## src/rtl/pulse_train_gen_pkg.sv

```systemverilog
// Shared definitions for the pulse-train generator: FSM state encoding and
// default field widths.
package pulse_train_pkg;

   typedef enum logic [1:0] {
      ST_IDLE = 2'd0,
      ST_HIGH = 2'd1,
      ST_LOW  = 2'd2
   } state_e;

   localparam int DEF_CNT_W = 16;
   localparam int DEF_NUM_W = 8;

endpackage

```

## src/rtl/pulse_train_gen_if.sv

```systemverilog
// Control/status bundle of the pulse-train generator; the requester drives the
// master side and the generator sits on the slave side.
interface pulse_train_gen_if #(
   parameter int CNT_W = pulse_train_pkg::DEF_CNT_W,
   parameter int NUM_W = pulse_train_pkg::DEF_NUM_W
);
   logic             start;
   logic             abort;
   logic [CNT_W-1:0] high_cycles;
   logic [CNT_W-1:0] low_cycles;
   logic [NUM_W-1:0] num_pulses;
   logic             sig_out;
   logic             busy;
   logic             done;

   modport master (
      output start, abort, high_cycles, low_cycles, num_pulses,
      input  sig_out, busy, done
   );

   modport slave (
      input  start, abort, high_cycles, low_cycles, num_pulses,
      output sig_out, busy, done
   );
endinterface

```

## src/rtl/pulse_train_gen_phase_counter.sv

```systemverilog
// Loadable down-counter with a zero flag; load takes priority over decrement
// and the count never goes below zero.
module phase_counter #(
   parameter int W = 8
) (
   input  logic         clk,
   input  logic         rst,
   input  logic         load,
   input  logic [W-1:0] load_val,
   input  logic         dec,
   output logic         zero
);

   logic [W-1:0] count;

   // NOTE: sequential state is written only with non-blocking assignments so
   // every register samples pre-edge values, independent of process order.
   always_ff @(posedge clk or posedge rst) begin
      if (rst) begin
         count <= '0;
      end else if (load) begin
         count <= load_val;
      end else if (dec && (count != '0)) begin
         count <= count - 1'b1;
      end
   end

   assign zero = (count == '0);

endmodule

```

## src/rtl/pulse_train_gen.sv

```systemverilog
// Programmable pulse-train generator: N pulses of H high / L low cycles per
// start request, with abort and a one-cycle done on normal completion.
module pulse_train_gen
   import pulse_train_pkg::*;
#(
   parameter int CNT_W = DEF_CNT_W,
   parameter int NUM_W = DEF_NUM_W
) (
   input logic               clk,
   input logic               rst,
   pulse_train_gen_if.slave  bus
);

   state_e           state_q, state_d;
   logic [CNT_W-1:0] h_m1_q, l_m1_q;
   logic             sig_out_q, busy_q, done_q;
   logic             done_d, cfg_latch;
   logic             ph_load, ph_dec, ph_zero;
   logic [CNT_W-1:0] ph_val;
   logic             pl_load, pl_dec, pl_zero;
   logic [NUM_W-1:0] pl_val;

   // A phase length of 0 behaves as 1; store length-1 so a reload is direct.
   function automatic logic [CNT_W-1:0] len_m1(input logic [CNT_W-1:0] v);
      return (v == '0) ? '0 : v - 1'b1;
   endfunction

   phase_counter #(.W(CNT_W)) u_phase (
      .clk      (clk),
      .rst      (rst),
      .load     (ph_load),
      .load_val (ph_val),
      .dec      (ph_dec),
      .zero     (ph_zero)
   );

   phase_counter #(.W(NUM_W)) u_pulse (
      .clk      (clk),
      .rst      (rst),
      .load     (pl_load),
      .load_val (pl_val),
      .dec      (pl_dec),
      .zero     (pl_zero)
   );

   // NOTE: every signal gets a default before the case so no path leaves one
   // unassigned, which would otherwise infer a latch.
   always_comb begin
      state_d   = state_q;
      done_d    = 1'b0;
      cfg_latch = 1'b0;
      ph_load   = 1'b0;
      ph_dec    = 1'b0;
      ph_val    = '0;
      pl_load   = 1'b0;
      pl_dec    = 1'b0;
      pl_val    = '0;
      unique case (state_q)
         ST_IDLE: begin
            if (bus.start && !bus.abort) begin
               if (bus.num_pulses != '0) begin
                  state_d   = ST_HIGH;
                  cfg_latch = 1'b1;
                  ph_load   = 1'b1;
                  ph_val    = len_m1(bus.high_cycles);
                  pl_load   = 1'b1;
                  pl_val    = bus.num_pulses - 1'b1;
               end else begin
                  done_d = 1'b1;
               end
            end
         end
         ST_HIGH: begin
            if (bus.abort) begin
               state_d = ST_IDLE;
            end else if (ph_zero) begin
               state_d = ST_LOW;
               ph_load = 1'b1;
               ph_val  = l_m1_q;
            end else begin
               ph_dec = 1'b1;
            end
         end
         ST_LOW: begin
            if (bus.abort) begin
               state_d = ST_IDLE;
            end else if (ph_zero) begin
               if (pl_zero) begin
                  state_d = ST_IDLE;
                  done_d  = 1'b1;
               end else begin
                  state_d = ST_HIGH;
                  pl_dec  = 1'b1;
                  ph_load = 1'b1;
                  ph_val  = h_m1_q;
               end
            end else begin
               ph_dec = 1'b1;
            end
         end
         default: state_d = ST_IDLE;
      endcase
   end

   // Outputs are registered from the next state so they line up with it.
   always_ff @(posedge clk or posedge rst) begin
      if (rst) begin
         state_q   <= ST_IDLE;
         h_m1_q    <= '0;
         l_m1_q    <= '0;
         sig_out_q <= 1'b0;
         busy_q    <= 1'b0;
         done_q    <= 1'b0;
      end else begin
         state_q   <= state_d;
         sig_out_q <= (state_d == ST_HIGH);
         busy_q    <= (state_d != ST_IDLE);
         done_q    <= done_d;
         if (cfg_latch) begin
            h_m1_q <= len_m1(bus.high_cycles);
            l_m1_q <= len_m1(bus.low_cycles);
         end
      end
   end

   assign bus.sig_out = sig_out_q;
   assign bus.busy    = busy_q;
   assign bus.done    = done_q;

endmodule

```

## src/flat_wrapper.sv

```systemverilog
// flat-port wrapper written by rule: the top's interface ports become plain ports
module pulse_train_gen_flat import pulse_train_pkg::*;
#(
   parameter int CNT_W = DEF_CNT_W,
   parameter int NUM_W = DEF_NUM_W
)
  (clk, rst, bus_start, bus_abort, bus_high_cycles, bus_low_cycles, bus_num_pulses, bus_sig_out, bus_busy, bus_done);
  pulse_train_gen_if #(.CNT_W(CNT_W), .NUM_W(NUM_W)) bus_i ();
  input logic clk;
  input logic rst;
  input wire logic [$bits(bus_i.start)-1:0] bus_start;
  input wire logic [$bits(bus_i.abort)-1:0] bus_abort;
  input wire logic [$bits(bus_i.high_cycles)-1:0] bus_high_cycles;
  input wire logic [$bits(bus_i.low_cycles)-1:0] bus_low_cycles;
  input wire logic [$bits(bus_i.num_pulses)-1:0] bus_num_pulses;
  output wire logic [$bits(bus_i.sig_out)-1:0] bus_sig_out;
  output wire logic [$bits(bus_i.busy)-1:0] bus_busy;
  output wire logic [$bits(bus_i.done)-1:0] bus_done;
  assign bus_i.start = bus_start;
  assign bus_i.abort = bus_abort;
  assign bus_i.high_cycles = bus_high_cycles;
  assign bus_i.low_cycles = bus_low_cycles;
  assign bus_i.num_pulses = bus_num_pulses;
  assign bus_sig_out = bus_i.sig_out;
  assign bus_busy = bus_i.busy;
  assign bus_done = bus_i.done;
  pulse_train_gen #(.CNT_W(CNT_W), .NUM_W(NUM_W)) u_core (.clk(clk), .rst(rst), .bus(bus_i));
endmodule
```

## config.mk

```make
export PLATFORM = sky130hd
export DESIGN_NAME = pulse_train_gen_flat
export DESIGN_NICKNAME = d
export VERILOG_FILES = /design/src/rtl/pulse_train_gen_pkg.sv /design/src/rtl/pulse_train_gen_if.sv /design/src/rtl/pulse_train_gen_phase_counter.sv /design/src/rtl/pulse_train_gen.sv /design/src/flat_wrapper.sv
export SDC_FILE = /design/constraint.sdc
export NUM_CORES = 1
export LEC_CHECK = 0
export CORE_ASPECT_RATIO = 2
export CORE_MARGIN = 2
export CORE_UTILIZATION = 63
export DETAILED_ROUTE_END_ITERATION = 10
export DONT_BUFFER_PORTS = 1
export PLACE_DENSITY_LB_ADDON = 0.15
export SETUP_SLACK_MARGIN = 0.2
export SLEW_MARGIN = 30
export SYNTH_ARGS = -nofsm -noshare
export SYNTH_HDL_FRONTEND = slang
export SYNTH_SLANG_ARGS = --single-unit
```

## constraint.sdc

```tcl
create_clock -name clk -period 3.2 [get_ports clk]
set_clock_uncertainty 0.05 [all_clocks]
set_input_delay 0.8 -clock clk [delete_from_list [all_inputs] [get_ports clk]]
set_output_delay 0.8 -clock clk [all_outputs]
set_load 0.02 [all_outputs]
```

# After elaboration in Yosys (flattened, before gate mapping)
# Cells that the tools add are included.
# Widths: inputs -> output; s select.
# op_classes
add_sub_neg,5
n_eq_ne,3
muxes,44
reduce_logical,16
# op_table
cell,n
$mux 16,11
$logic_not 16->1,3
$pmux 16 s3,1
$sub 16x1->16 const B,3
$mux 8,5
$mux 1,18
$reduce_bool 16->1,1
$reduce_bool 8->1,2
$sub 8x1->8 const B,2
$mux 2,6
$logic_not 8->1,1
$pmux 2 s3,1
$reduce_bool 2->1,3
$eq 2x1->1 const B,2
$logic_and 1x1->1,3
$pmux 1 s3,1
$eq 2x2->1 const B,1
$logic_not 2->1,1
$pmux 1 s2,1
$reduce_or 2->1,1
$logic_not 1->1,1
# totals
inputBits,44
register_bits,61
elab_cells,76

# Depth between registers and ports, before layout
# Gate-level depths: netlist of the first run.
# logic_depth
word_depth,8
depth_mapped,9
depth_no_buf,7

# By module
# A second synthesis of the first run with hierarchy kept.
# hier_totals
cells_unflattened,467
hier_area_um2,3978.8
# by_module_without_submodules
mod,n_inst,cells_per_inst,area_per_inst_um2
pulse_train_gen,1,292,2448.6
phase_counter at u_core.u_phase,1,122,1034.7
phase_counter at u_core.u_pulse,1,53,495.5

# Least setup slack after synthesis of the first run
# Ideal clock, no wire load.
# synth_path
path_kind,input -> register
startpoint,input port bus_high_cycles[0]
endpoint,register u_core.u_phase.count[4]
setup_ns,0.125
n_path_buf,1
stages,8
required_ns,3.025
t_arrival_ns,2.824
path_slack_ns,0.202
cell_sequence,inv_1 > ha_1 > or4b_1 > nor4_1 > a21o_1 > buf_2 > o22ai_1 > mux2_2
# synth_via
elab_chain_cells,6
elab_cells_between_ends,7
cone_classes,add/sub: 1; mux: 5; reduce/logical: 1
# synth_rtl
item,line_no,text
start: declaration,flat_wrapper.sv:13,input wire logic [$bits(bus_i.high_cycles)-1:0] bus_high_cycles;
$sub 16x1->16 / $logic_not 16->1 (equally long branches),pulse_train_gen.sv:25,return (v == '0) ? '0 : v - 1'b1;
$mux 16 (*),pulse_train_gen.sv:25,
$mux 16 (*),pulse_train_gen.sv:61,if (bus.num_pulses != '0) begin
$mux 16 (*),pulse_train_gen.sv:60,if (bus.start && !bus.abort) begin
$pmux 16 s3 (*),pulse_train_gen.sv:58,unique case (state_q)
$mux 16 (*),pulse_train_gen_phase_counter.sv:21,end else if (load) begin
end signal: assignment,pulse_train_gen_phase_counter.sv:22,count <= load_val;
end signal: assignment,pulse_train_gen_phase_counter.sv:24,count <= count - 1'b1;
end: declaration,pulse_train_gen_phase_counter.sv:14,logic [W-1:0] count;
# Mark *: on every way between the ends. The rest lies on a longest branch, timed or not.
# A chain may end at the register's enable or synchronous reset.

# Final worst setup path of the first run
# layout_path
startpoint,register u_core.u_phase.count[0]
endpoint,register u_core.u_phase.count[12]
# layout_via
elab_chain_cells,6
elab_cells_between_ends,20
cone_classes,add/sub: 1; mux: 15; reduce/logical: 4
# layout_rtl
item
"parallel branches: the longest is 6 deep, another holds $sub 16x1->16"
# Parallel ways; which one is timed is not known. The select of a mux whose other input is x is not followed.

==> summary.md, run 1 <==
| Metric | Value |
|---|---|
| Status | complete, no violations |
| # diodes | 0 |
| Maximum vdd ir drop | 409 uV |
| RSZ-0062 raised after global routing | false |
| GR peak layer | met2 |
| Total track usage | 0.329 |
| Met1 Use GR | 0.334 |
| Most frequent cells after synthesis | dfrtp_1 (61), nand2_1 (43), o21ai_0 (36), nor2_1 (24), xnor2_1 (22) |
| Synthesized area | between 3000 and 4000 sq um |
| Max-cap violations | 0 |
| Max-slew violation count | 0 |
| Register bit total from synthesis | about 60 |
| Synth area leader | dfrtp_1 |
| Post_cts resized | 0 |
| Register area share after synthesis | 0.387 |
| Yosys warning count | 0 |
| # hold bufs at CTS | 0 |
| Arr. time, crit path | 2980 ps |
| Synth cell types | 56 |
| Total iterations of the first detailed-routing run | 4 |
| Slew headroom | 0.469 |
| Vias in the first global route | approximately 3600 |
| Final ANT Viol Nets | 0 |
| Internal Power | approximately 2.3 mW |
| Least-Margin Pin Slew | between 700 and 800 ps |
| Main area contributors after synthesis | dfrtp_1 (39%), xnor2_1 (4.9%), o21ai_0 (4.6%) |
| Final worst-path setup slack | 383 ps |
| Crit share post-route | 0.880 |
| Critical Path End Type | flip-flop |
| Gr ovfl total | 0 |
| First-pass GRT wire length | about 17000 um |
| Sink Count | 61 |
| Clock buffer depth | 2 |
| Max Clock Freq | 355 MHz |
| Syn Inst Count | ~440 |
| P_sw | 1.30 mW |
| Crit path time final | 2820 ps |
| Async set-or-reset flop fraction in the synthesized netlist | 1.00 |
| Avg Inst Size Synth | 9.04 sq um |
| Routed len/inst | 19.5 um |
| DR iter-0 viols | 245 |
| Routability Congestion | about 0.95 |
| # rows | 40 |
| Reg-to-reg critical path endpoint | u_core.u_phase.count[12] |
| CP required | 3360 ps |
| Die width | 60.0 um |
| Clk pwr share | 0.269 |
| Setup_tns | 0 ps |
| Largest net degree at the start of global routing | 50 |
| Worst R2R Setup Slack | 380 ps |
| Core footprint | slightly above 6000 sq um |
| GR Util met3 | 0.0469 |
| Top Ports | 47 |
| Vias | 3572 |
| Register share of total power | 0.411 |
| Synth-to-layout area growth | 12.0% |
| Clk_lat worst skew | 330 ps |
| Die Height | approximately 120 um |
| Top-count cell post-synth | dfrtp_1 |
| CP Launch Type | flip-flop |
| Vias per inst | 6.61 |
| Nets | between 500 and 600 |
| Dpl hpwl | 7890 um |
| Top cell type's share of synthesized area | 0.387 |
| Min-delay src | u_core.l_m1_q[3] |
| Dpl ws | approximately 280 ps |
| Hold path endpoint | u_core.l_m1_q[3] |
| Crit-path max FO | 13 |
| Number of flops mapped to enable cells by yosys | 0 |
| Final Hold Fails | 0 |
| Main synth FF type | dfrtp_1 |
| Worst R2R Path Depth | 7 |
| Leakage | 1.86 nW |
| Launch point of the worst reg-to-reg path | u_core.u_phase.count[0] |
| Drt drc | 0 |
| Initial Util | 0.652 |
| Global routing met2 resource utilization | 0.572 |
| Routed WL | around 11000 um |
| Layout cells sized above 1 | 0.127 |
| Tot Pwr | ~3.6 mW |
| Setup bufs post-CTS | 0 |
| Clock root cell | clkbuf_16 |
| TritonCTS clock tree | done |
| Final setup fails | 0 |
| Die ar. | 6960 sq um |
| Initial antenna violation count | 0 |
| Syn nets | 492 |
| Power density of the placed cells | 808 nW/um^2 |
| Start point of the critical path | u_core.u_phase.count[0] |
| Inserted Clock Buffers | 9 |
| Port bufs | 0 |
| Sw Ratio | 0.363 |
| Combinational Power Share | 0.320 |
| Hold Path Stages | 1 |
| Worst min-delay path class | flip-flop to flip-flop |
| CTS clk-pin slew, worst paths | 50 ps |
| H-tree Lvls | 3 |
| CP Class | flip-flop to flip-flop |
[per-layer routing]
layer,share of wire,vias up
met5,0,-
met4,0.072,0
met3,0.050,54
met2,0.53,180
met1,0.34,1700
li1,-,1638
[worst max path at each step]
| stage | depth (start not counted) | slack [ps] | endpoint |
|---|---|---|---|
| finish | 7 | 380 | u_core.u_phase.count[12] |
| global route | 7 | 300 | u_core.u_pulse.count[7] |
| CTS | 7 | 260 | u_core.u_phase.count[12] |
| detailed placement | 8 | 280 | u_core.u_phase.count[8] |
| global placement | 8 | 340 | u_core.u_phase.count[6] |
| floorplan | 8 | 200 | u_core.u_phase.count[4] |
[cell type report]
type / count / area, sq um
Clock buffer: 12 / 246
Sequential cell: 61 / 1530
Multi-Input combinational cell: 338 / 2270
Inverter: 21 / 78.8
Clock inverter: 4 / 47.5
Fill cell: 472 / 1630
Tap cell: 84 / 105
Timing Repair Buffer: 20 / 150
[state kept, by name, indices dropped and copies added, names as in the netlist]
signal,count
u_core.h_m1_q,16
u_core.l_m1_q,16
u_core.u_phase.count,16
u_core.u_pulse.count,8
u_core.state_q,2
u_core.bus.busy,1
u_core.bus.done,1
u_core.bus.sig_out,1
[kinds of logic (layout without fill, tap and decap cells)]
| group | Yosys count | count (layout) | share of synthesized area |
|---|---|---|---|
| and+or+nand+nor | 158 | 158 | 0.216 |
| DFF | 61 | 61 | 0.387 |
| muxes | 21 | 21 | 0.0567 |
| xor gates and xnor gates | 42 | 42 | 0.0932 |
| AOI/OAI and AO/OA | 106 | 106 | 0.174 |
| buffers and inverters | 38 | 57 | 0.0393 |
| adders and majority gates | 11 | 11 | 0.0349 |
[power groups by stage]
stage | Clock [mW] | Sequential, mW | Combinational, mW
floorplan | 0 | 1.34 | 0.875
global placement | 0 | 1.44 | 1.07
detailed placement | 0 | 1.46 | 1.12
CTS | 0.967 | 1.45 | 1.13
global route | 0.997 | 1.49 | 1.27
finish | 0.962 | 1.47 | 1.15
[layout by cell type, fill, tap and decap left out, types with 3 or more instances in the layout]
master	instances
xnor2_1	22
or3_1	5
or4b_1	3
nor2_1	24
or4_1	9
inv_1	20
o21ai_0	36
nor2b_1	3
clkbuf_16	9
a31oi_1	6
xor2_1	20
o31a_1	4
nand3_1	11
ha_1	11
or2_2	5
dfrtp_1	61
a22oi_1	12
nor3_1	17
a22o_1	6
a21oi_1	10
mux2_2	11
buf_4	20
a21o_1	4
mux2i_1	10
nor4_1	20
o22ai_1	10
nand2_1	43
[through the flow]
step	hold WS [ps]	util	instance area (sq um)	cells
2_1_floorplan	398	-	3950	437
3_3_place_gp	412	0.682	4130	524
3_5_place_dp	417	0.682	4130	524
4_1_cts	429	0.730	4420	540
5_1_grt	441	0.730	4420	540
6_report	427	0.730	4420	540
[critical path: stages (launching register included)]
cell,delay (ps)
dfrtp_1,410
inv_1,110
ha_1,160
or3b_2,500
or2_2,310
o21ai_0,330
and3_2,440
mux2_2,390
No activity file was read; power rests on OpenSTA's default activity.
==> inputs of run 2 (changes only) <==
- clock period: 3.2 -> 3.4 ns (I/O delays scaled with it)
==> run 2 against run 1 <==
  * Highest routed layer unchanged
  * Critical path depth fell by 2
  * Sequential share of layout area is 0.58 points higher
  * Design area decreased by 1.6%
  * Clock power decreased by 14%
==> summary.md, run 2 (same netlist as run 1, synthesis figures left out) <==
| Metric | Value |
|---|---|
| CP Class | flip-flop to flip-flop |
| Final setup fails | 0 |
| Core footprint | 6060 sq um |
| Dpl cells | between 500 and 600 |
| Initial antenna violation count | 0 |
| Vias | 3409 |
| Top flop regs | u_core.h_m1_q (16), u_core.l_m1_q (16), u_core.u_phase.count (16) |
| Routed len/inst | around 19 um |
| Drt drc | 0 |
| Power density of the placed cells | 735 nW/um^2 |
| Top Ports | 47 |
| TritonCTS clock tree | done |
| H-tree Lvls | 3 |
| Total track usage | 0.312 |
| Arr. time, crit path | ~3000 ps |
| Layout cells sized above 1 | 0.114 |
| Crit-path max FO | 16 |
| Max-cap violations | 0 |
| Largest net degree at the start of global routing | 37 |
| Slew headroom | 0.384 |
| Maximum vdd ir drop | around 440 uV |
| # diodes | 0 |
| Final Util | 0.718 |
| Final ANT Viol Nets | 0 |
| Clock buffer depth | 2 |
| Crit path time final | 2800 ps |
| CP required | approximately 3600 ps |
| Nets | 500 |
| CTS clk-pin slew, worst paths | approximately 50 ps |
| Critical Path End Type | flip-flop |
| Leading cell type in the layout, fill and taps excluded | dfrtp_1 |
| Final Hold Fails | 0 |
| Vias per inst | 6.41 |
| Status | complete, no violations |
| Leakage | 1.82 nW |
| First-pass GRT wire length | 15800 um |
| CP Launch Type | flip-flop |
| Routability Congestion | between 0.8 and 0.9 |
| Die width | between 50 and 60 um |
| Inserted Clock Buffers | 9 |
| Total iterations of the first detailed-routing run | 5 |
| # hold bufs at CTS | 0 |
| # rows | 40 |
| Die ar. | 6960 sq um |
| Max Clock Freq | 357 MHz |
| Commonest cells after routing, fill and taps aside | dfrtp_1 (61), nand2_1 (43), o21ai_0 (36) |
| Worst min-delay path class | flip-flop to flip-flop |
| Least-Margin Pin Slew | 914 ps |
| Clk_lat worst skew | between 300 and 400 ps |
| Initial Util | 0.652 |
| Dpl hpwl | 7670 um |
| Setup_tns | 0 ps |
| Routed WL | roughly 10000 um |
| Synth-to-layout area growth | 10.2% |
| Non-Filler Instances | 532 |
| RSZ-0062 raised after global routing | false |
| Die Height | 116 um |
| DR iter-0 viols | 202 |
| Sink Count | between 60 and 70 |
| Clock root cell | clkbuf_16 |
| Setup bufs post-CTS | 0 |
| Vias in the first global route | 3383 |
| Gr ovfl total | 0 |
| Max-slew violation count | 0 |
| Crit share post-route | 0.825 |
| Port bufs | 0 |
-- run 2: cell types whose count changed in the layout (fill, tap and decap cells not counted) --
cell        change
clkbuf_8        +1
buf_4           -6
clkbuf_1        -1
clkinvlp_4      -1
bufinv_16       -1
-- run 2: power by group --
part           switching, mW  total [mW]  leakage [nW]  internal (mW)
combinational          0.542        1.01         0.925          0.463
clock                  0.303       0.823         0.134          0.521
sequential             0.306        1.37         0.757           1.06
-- run 2: worst paths after layout --
check,from,endpoint,slack (ps),depth (start not counted)
min in group asynchronous,rst,u_core.u_pulse.count[4],470,1
worst min-delay path,u_core.h_m1_q[3],u_core.h_m1_q[3],430,1
worst max register to register,u_core.u_phase.count[13],u_core.u_phase.count[12],600,5
max in group asynchronous,rst,u_core.state_q[0],2140,2
worst max-delay path,u_core.u_phase.count[13],u_core.u_phase.count[12],600,5
worst min register to register,u_core.h_m1_q[3],u_core.h_m1_q[3],430,1
-- run 2: area by class of cell --
| type | count | area (sq um) |
|---|---|---|
| multi-input cells | 338 | 2270 |
| fillers | 473 | 1710 |
| flip-flops and latches | 61 | 1530 |
| clock buffers | 12 | 256 |
| repair buffers | 14 | 105 |
| well taps | 84 | 105 |
| inverters | 21 | 78.8 |
| clock inverters | 2 | 10.0 |
-- run 2: metal layers --
layer  routed length (um)  track usage
met1                 3480        0.317
met2                 5300        0.536
met3                  469       0.0725
met4                  642        0.221
met5                    0            0
-- run 2: per-stage QoR --
| stage | hold slack (ps) | instance area, sq um | power (mW) | setup slack (ps) |
|---|---|---|---|---|
| 2_1_floorplan | 398 | 3950 | 2.09 | 352 |
| 3_3_place_gp | 413 | 4080 | 2.32 | 356 |
| 3_5_place_dp | 417 | 4080 | 2.36 | 290 |
| 4_1_cts | 427 | 4350 | 3.19 | 390 |
| 5_1_grt | 451 | 4350 | 3.39 | 418 |
| 6_report | 426 | 4350 | 3.20 | 597 |
-- run 2: timing repair --
| item | 4_1_cts | 5_1_grt |
|---|---|---|
| gates resized for setup | 0 | 1 |
| hold endpoints to repair | 0 | 0 |
| setup endpoints to repair | 0 | 8 |
-- run 2: worst max-delay path, stage by stage, from the launching register on --
cell	delay [ps]
dfrtp_1	390
or4_1	680
or2_2	360
o21ai_0	320
and3_2	500
mux2_2	390
